<file path="config.mk">
export PLATFORM = sky130hd
export DESIGN_NAME = uart_frame_assembler
export DESIGN_NICKNAME = d
export VERILOG_FILES = /design/src/rtl/uart_frame_assembler.sv
export SDC_FILE = /design/constraint.sdc
export NUM_CORES = 1
export LEC_CHECK = 0
export BUFFER_PORTS_ARGS = -buffer_cell sky130_fd_sc_hd__buf_4
export CORE_MARGIN = 5
export CORE_UTILIZATION = 50
export DETAILED_ROUTE_END_ITERATION = 7
export PLACE_DENSITY = 0.74
export SLEW_MARGIN = 20
export SYNTH_ARGS = -nofsm -noshare
export SYNTH_HDL_FRONTEND = slang
export SYNTH_SLANG_ARGS = --single-unit
</file>
<file path="constraint.sdc">
create_clock -name clk -period 9.2 [get_ports clk]
set_input_delay 0.92 -clock clk [delete_from_list [all_inputs] [get_ports clk]]
set_output_delay 0.92 -clock clk [all_outputs]
set_load 0.01 [all_outputs]
</file>
<file path="src/rtl/uart_frame_assembler.sv">
// Packs bytes from the UART receiver into one FRAME_BYTES-wide frame for the coprocessor.
// Optional idle timeout that drops a stalled partial frame: define FRAME_TIMEOUT_EN.
module uart_frame_assembler #(
  parameter int DBITS          = 8,
  parameter int FRAME_BYTES    = 18,
  parameter int TIMEOUT_CYCLES = 1_000_000
) (
  input  logic                               clk,
  input  logic                               rst,
  input  logic [DBITS-1:0]                   rx_data,
  input  logic                               rx_valid,
  output logic [FRAME_BYTES*DBITS-1:0]       frame_out,
  output logic                               frame_valid,
  output logic [$clog2(FRAME_BYTES+1)-1:0]   byte_count,
  output logic                               busy,
  output logic                               timeout_drop
);

  localparam int FW = FRAME_BYTES * DBITS;
  localparam int CW = $clog2(FRAME_BYTES + 1);
  localparam logic [CW-1:0] LAST_SLOT = CW'(FRAME_BYTES - 1);

  logic [FW-1:0] shadow;
  logic [FW-1:0] shadow_merged;
  logic          expire;

  // The completing byte is merged combinationally so frame_out lands one cycle after it.
  always_comb begin
    shadow_merged = shadow;
    shadow_merged[byte_count*DBITS +: DBITS] = rx_data;
  end

`ifdef FRAME_TIMEOUT_EN
  localparam int IW = $clog2(TIMEOUT_CYCLES + 1);
  localparam logic [IW-1:0] EXPIRE_AT = IW'(TIMEOUT_CYCLES - 1);

  logic [IW-1:0] idle_cnt;

  // A byte on the expiry cycle wins: expire needs rx_valid low.
  assign expire = busy && !rx_valid && (idle_cnt == EXPIRE_AT);

  always_ff @(posedge clk) begin
    if (rst) begin
      idle_cnt     <= '0;
      timeout_drop <= 1'b0;
    end else begin
      timeout_drop <= expire;
      if (!busy || rx_valid || expire) begin
        idle_cnt <= '0;
      end else begin
        idle_cnt <= idle_cnt + 1'b1;
      end
    end
  end
`else
  assign expire       = 1'b0;
  assign timeout_drop = 1'b0;
`endif

  always_ff @(posedge clk) begin
    if (rst) begin
      shadow      <= '0;
      frame_out   <= '0;
      frame_valid <= 1'b0;
      byte_count  <= '0;
      busy        <= 1'b0;
    end else begin
      frame_valid <= 1'b0;
      if (rx_valid) begin
        if (byte_count == LAST_SLOT) begin
          frame_out   <= shadow_merged;
          frame_valid <= 1'b1;
          shadow      <= '0;
          byte_count  <= '0;
          busy        <= 1'b0;
        end else begin
          shadow      <= shadow_merged;
          byte_count  <= byte_count + 1'b1;
          busy        <= 1'b1;
        end
      end else if (expire) begin
        shadow     <= '0;
        byte_count <= '0;
        busy       <= 1'b0;
      end
    end
  end

endmodule

</file>
==> results of run 1 <==
==> routing by layer <==
metal	vias up	wire length [µm]	global-route usage
li1	4751	-	-
met1	4709	14320	0.3223
met2	388	14550	0.3708
met3	98	2440	0.05087
met4	0	1356	0.1010
met5	-	0	0
==> kinds of logic (layout without fill, tap and decap cells) <==
kind of cell             Yosys count  count (layout)  share of synthesized area
multiplexers                      37              37                    0.03219
XOR/XNOR                           5               5                   0.005348
other                              1               1                  0.0003205
AND/OR/NAND/NOR                  475             475                     0.1945
AO/OA/AOI/OAI                    323             323                     0.2173
flip-flops                       295             295                     0.5048
buffers and inverters            112             227                    0.04118
adder cells (fa/ha/maj)            4               4                   0.004278
==> power by group <==
group | switching, W | leakage (nW) | internal, W
clock | 0.000507 | 0.526 | 0.000776
sequential | 0.00000373 | 2.38 | 0.00128
combinational | 0.000102 | 2.27 | 0.0000321
==> state kept, by name, summed over array words and instances, names as in the netlist <==
signal	flops
byte_count	5
shadow	144
busy	1
frame_out	144
frame_valid	1
==> stage by stage <==
step / hold WS (ns) / worst slack [ns] / utilization / area, µm² / instances
floorplan: 0.4259 / 6.018 / - / 11700 / 1252
global route: 0.4762 / 4.892 / 0.6006 / 13970 / 1686
finish: 0.4551 / 5.253 / 0.6006 / 13970 / 1686
detailed placement: 0.4428 / 5.366 / 0.5547 / 12900 / 1631
global placement: 0.4359 / 5.561 / 0.5547 / 12900 / 1631
CTS: 0.4584 / 5.326 / 0.6005 / 13970 / 1686
==> worst register-to-register path, stage by stage (launching register included) <==
cell,delay (ns)
dfxtp_1,0.69
inv_1,0.16
ha_1,0.38
nor3b_1,0.22
ha_1,0.48
nand4bb_1,0.15
mux2_2,0.42
nor3_2,0.82
o21ai_2,0.28
o2bb2ai_1,0.20
==> layout by cell type, fill, tap and decap left out, types with 6 or more instances in the layout <==
cell and count:
nor4_1 16, a311oi_1 8, nand3_1 30, o2bb2ai_1 72, a21o_1 12, nor3_1 68
a2111oi_1 8, buf_4 167, clkbuf_8 6, clkbuf_16 31, nand3b_1 13, and2_1 19
dfxtp_1 295, clkinv_2 7, a211oi_1 64, a2111oi_0 7, a221oi_1 8, o21ai_0 24
a21oi_1 39, nor3b_1 9, nand2_1 116, a22o_1 56, o32ai_1 8, mux2i_1 34
nor2_1 160
==> final cells by class <==
class	instances	area, µm²
clock buffer	39	865.8
clock inverter	16	198.9
fill	2088	9291
inverter	5	18.77
multi-input combinational	845	5329
sequential	295	5906
tap	319	399.1
timing repair buffer	167	1254
==> how the worst min path moves through the flow <==
| stage | start | to | slack (ns) | depth (start not counted) |
|---|---|---|---|---|
| 6_report | shadow[141]$_SDFFE_PP0P_ | shadow[141]$_SDFFE_PP0P_ | 0.46 | 2 |
| 5_1_grt | shadow[139]$_SDFFE_PP0P_ | shadow[139]$_SDFFE_PP0P_ | 0.48 | 2 |
| 4_1_cts | shadow[27]$_SDFFE_PP0P_ | frame_out[27]$_SDFFE_PP0P_ | 0.46 | 2 |
| 3_5_place_dp | shadow[83]$_SDFFE_PP0P_ | frame_out[83]$_SDFFE_PP0P_ | 0.44 | 1 |
| 3_3_place_gp | shadow[139]$_SDFFE_PP0P_ | shadow[139]$_SDFFE_PP0P_ | 0.44 | 2 |
| 2_1_floorplan | shadow[136]$_SDFFE_PP0P_ | shadow[136]$_SDFFE_PP0P_ | 0.43 | 2 |
==> impl_metrics.tcl, run 1 <==
set metrics [dict create \
    outcome "completed" \
    gp_congestion 0.9186 \
    vias 9946 \
    cts-root-buf "clkbuf_16" \
    tns_ns 0 \
    area_growth_pct 19.42 \
    synth_top_area_cell "dfxtp_1" \
    r2r_cells 9 \
    insertion_delay_ns 0.55 \
    post-route-drc-count 0 \
    grt_antenna_before_repair 0 \
    finClkSkew_ns 0.01648 \
    worst-r2r-setup-slack_ns 5.25 \
    die_w_um 163.0 \
    worstSetupPathDepth 9 \
    num_io_pins 163 \
    yosysWarnings 0 \
    finalSetupViolCount 0 \
    drtIter0Drc 702 \
    grt_max_degree 102 \
    post_cts_buffers 0 \
    die_area_um2 26560 \
    relSlewSlack 0.2523 \
    hpwl_um 21960 \
    synth_cells 1252 \
    hold_violations 0 \
    portBuffers 161 \
    synth_seq_cells 295 \
    grt_usage 0.2383 \
    path_cells "inv_1, ha_1, nor3b_1, ha_1, nand4bb_1, mux2_2, nor3_2, o21ai_2, o2bb2ai_1" \
    p_leak_nw 5.170 \
    post_synth.cell_area_avg_um2 9.344 \
    r2r-end "shadow[117]$_SDFFE_PP0P_" \
    wl_per_cell_um 19.38 \
    diodes 0 \
    clk_path_buf_depth 3 \
    fmax_ghz 0.2534 \
    synth.yosys.seq_area_share 0.5048 \
    slew_violations 0 \
    nets 1359 \
    cp.arrival_ns 4.33 \
    cpPeakStageDelay_ns 0.81 \
    drive_above_1_share 0.1858 \
    ant_nets 0 \
    synth_fp_nets 1267 \
    min_period_ns 3.947 \
    synth_common_cells "dfxtp_1, nor2_1, nand2_1, o2bb2ai_1, clkbuf_1" \
    final.period_utilization 0.4290 \
    cp-start-kind "flip-flop" \
    rsz0062_at_grt "no" \
    r2r-start "byte_count[0]$_SDFFE_PP0P_" \
    path_clk_slew_ns 0.06 \
    clock_sinks 295 \
    synth_top_area_share 0.5048 \
    die_h_um 163.0 \
    synth_edf_count 0 \
    synth_area_um2 11700 \
    grt_pass1_wl_um 51670 \
    rows 56 \
    startpoint "byte_count[0]$_SDFFE_PP0P_" \
    crit_required_ns 9.58 \
    start_util 0.5029 \
    grt_pass1_vias 9661 \
    cts_htree_levels 1 \
    crit_type "flip-flop to flip-flop" \
    critPathCapture "shadow[117]$_SDFFE_PP0P_" \
    worst_hold_path_type "flip-flop to flip-flop" \
    cts_tree "built" \
    crit_slowest_cell "nor3_2" \
    yosys-top-cells-area "dfxtp_1, o2bb2ai_1, nor2_1" \
    ys_types 66 \
    maxCapViolations 0 \
    path_delay_family "simple AND/OR/NAND/NOR gates" \
    crit_top_cell "ha_1" \
    finalPower_w 0.002700 \
    grt_remaining_overflow 0 \
    power_density_nw_per_um2 193.2 \
    drt-total-wl_um 32670 \
    crit_buf_inv 1 \
    ys.flop_type "dfxtp_1" \
    cp-end-kind "flip-flop" \
    numCtsBuffers 30 \
    cts_resized 0 \
    routed_via_density 5.899 \
    max_slew.worst_pin.slew_ns 1.118 \
    ctsHoldBuffers 0 \
    drtPass1Iterations 5 \
    async_flop_share 0 \
    synth.most_common_cell "dfxtp_1" \
    core_area_um2 23260 \
    path_max_fanout 17 \
    vdd_ir_drop_max_uv 163.1 \
]
(Power assumes the default switching activity.)
==> run 2, diff against run 1 <==
--- a/config.mk
+++ b/config.mk
@@ -9,7 +9,7 @@
 export CORE_MARGIN = 5
 export CORE_UTILIZATION = 50
 export DETAILED_ROUTE_END_ITERATION = 7
-export PLACE_DENSITY = 0.74
+export PLACE_DENSITY = 0.77
 export SLEW_MARGIN = 20
 export SYNTH_ARGS = -nofsm -noshare
 export SYNTH_HDL_FRONTEND = slang
==> constraint.sdc (replaced) <==
create_clock -name clk -period 3.6 [get_ports clk]
set_input_delay 0.36 -clock clk [delete_from_list [all_inputs] [get_ports clk]]
set_output_delay 0.36 -clock clk [all_outputs]
set_load 0.01 [all_outputs]
==> impl_metrics.tcl, run 2 (synthesis gave the netlist of run 1 again) <==
set metrics [dict create \
    outcome "completed" \
    cts_tree "built" \
    drive_above_1_share 0.1869 \
    tns_ns 0 \
    maxCapViolations 0 \
    path_cells "inv_1, ha_1, nor3b_1, ha_1, and2_1, mux2i_2, or4_1, nor3b_1, nor4_1" \
    max_slew.worst_pin.slew_ns 1.023 \
    met1_usage 0.3399 \
    grt_pass1_wl_um 52990 \
    cp.arrival_ns 3.64 \
    finalSetupViolCount 0 \
    rsz0062_at_grt "no" \
    min_period_ns 3.203 \
    vdd_ir_drop_max_uv 270.1 \
    routed_via_density 5.953 \
    nets 1373 \
    grt.busiest_layer "met2" \
    cpPeakStageDelay_ns 0.73 \
    die_w_um 163.0 \
    path_max_fanout 17 \
    post_cts_buffers 0 \
    core_area_um2 23260 \
    numCtsBuffers 29 \
    cp-start-kind "flip-flop" \
    cp-end-kind "flip-flop" \
    final.period_utilization 0.8896 \
    post-place-ws_ns 0.4917 \
    grt_remaining_overflow 0 \
    gp_congestion 0.8803 \
    layout_common_cells "dfxtp_1, buf_4, nor2_1" \
    num_io_pins 163 \
    drt-total-wl_um 33310 \
    place_area_um2 13030 \
    seqPwrFrac 0.499 \
    ant_nets 0 \
    diodes 0 \
    crit_type "flip-flop to flip-flop" \
    die_h_um 163.0 \
    met2_usage 0.3900 \
    p_sw_frac 0.2285 \
    final_area_um2 13940 \
    finClkSkew_ns 0.01088 \
    fmax_ghz 0.3122 \
    start_util 0.5029 \
    p_comb_frac 0.054 \
    internal_power_w 0.005059 \
    post-route-drc-count 0 \
    wl_per_cell_um 19.66 \
    slew_violations 0 \
    p_leak_nw 5.171 \
    vias 10084 \
    crit_required_ns 4.03 \
    reg_top3 "frame_out (144), shadow (144), byte_count (5)" \
    die_area_um2 26560 \
    clk_path_buf_depth 3 \
    ctsHoldBuffers 0 \
    p_switching_w 0.001499 \
    drtPass1Iterations 6 \
    area_growth_pct 19.19 \
    grt_pass1_vias 9714 \
    hpwl_um 22490 \
    setup_slack_ns 0.3973 \
    worst_hold_path_type "primary input to flip-flop" \
    power_density_nw_per_um2 470.3 \
    crit_slowest_cell "or4_1" \
    cts_resized 0 \
    clkPwrFrac 0.447 \
    final_common_cell "dfxtp_1" \
    rows 56 \
    path_clk_slew_ns 0.06 \
    relSlewSlack 0.3158 \
    cts-root-buf "clkbuf_16" \
    grt_usage 0.2433 \
    grt_max_degree 101 \
    drtIter0Drc 881 \
    grt_antenna_before_repair 0 \
    cts_htree_levels 1 \
    use_met3 0.03670 \
    clock_sinks 295 \
    portBuffers 161 \
    insertion_delay_ns 0.54 \
    hold_violations 0 \
]
==> run 2: power groups by stage <==
stage          clock network, W  registers, W  logic [W]
2_1_floorplan                 0       0.00335   0.000239
3_3_place_gp                  0       0.00335   0.000339
3_5_place_dp                  0       0.00335   0.000345
4_1_cts                 0.00295       0.00327   0.000346
5_1_grt                 0.00309       0.00327   0.000373
6_report                0.00293       0.00328   0.000353
==> run 2: worst max-delay path, delay by kind of cell, from the launching register on <==
| family | cells | cell delay [ns] |
|---|---|---|
| simple gates | 5 | 1.68 |
| fa+ha+maj | 2 | 0.63 |
| flops | 1 | 0.50 |
| mux | 1 | 0.15 |
| buf+inv | 1 | 0.13 |
==> run 2: per-stage QoR <==
| step | std cells | power [W] | utilization | hold WS (ns) |
|---|---|---|---|---|
| after floorplan | 1252 | 0.003588 | - | 0.4259 |
| after global placement | 1646 | 0.003687 | 0.5601 | 0.4348 |
| after detailed placement | 1646 | 0.003693 | 0.5601 | 0.4381 |
| after CTS | 1694 | 0.006575 | 0.5994 | 0.1685 |
| after global routing | 1694 | 0.006739 | 0.5994 | 0.1865 |
| final | 1694 | 0.006558 | 0.5994 | 0.1881 |
==> run 2: worst paths after layout <==
kind | start | endpoint | slack, ns | depth (start not counted)
min reg2reg | frame_out[104]$_SDFFE_PP0P_ | frame_out[104]$_SDFFE_PP0P_ | 0.45 | 2
min | rx_data[0] | shadow[96]$_SDFFE_PP0P_ | 0.19 | 2
max | byte_count[1]$_SDFFE_PP0P_ | frame_out[66]$_SDFFE_PP0P_ | 0.40 | 9
max reg2reg | byte_count[1]$_SDFFE_PP0P_ | frame_out[66]$_SDFFE_PP0P_ | 0.40 | 9
==> run 2: layer usage <==
layer  vias to the layer above  wire, µm
li1                       4763         -
met4                         0      1008
met5                         -         0
met2                       406     15180
met3                        63      2275
met1                      4852     14850
==> run 2: final cells by class <==
type / instances / area (µm²)
clock inverters: 5 / 56.30
inverters: 5 / 18.77
well taps: 319 / 399.1
fillers: 2001 / 9319
flip-flops and latches: 295 / 5906
multi-input cells: 845 / 5326
clock buffers: 43 / 858.3
repair buffers: 182 / 1379
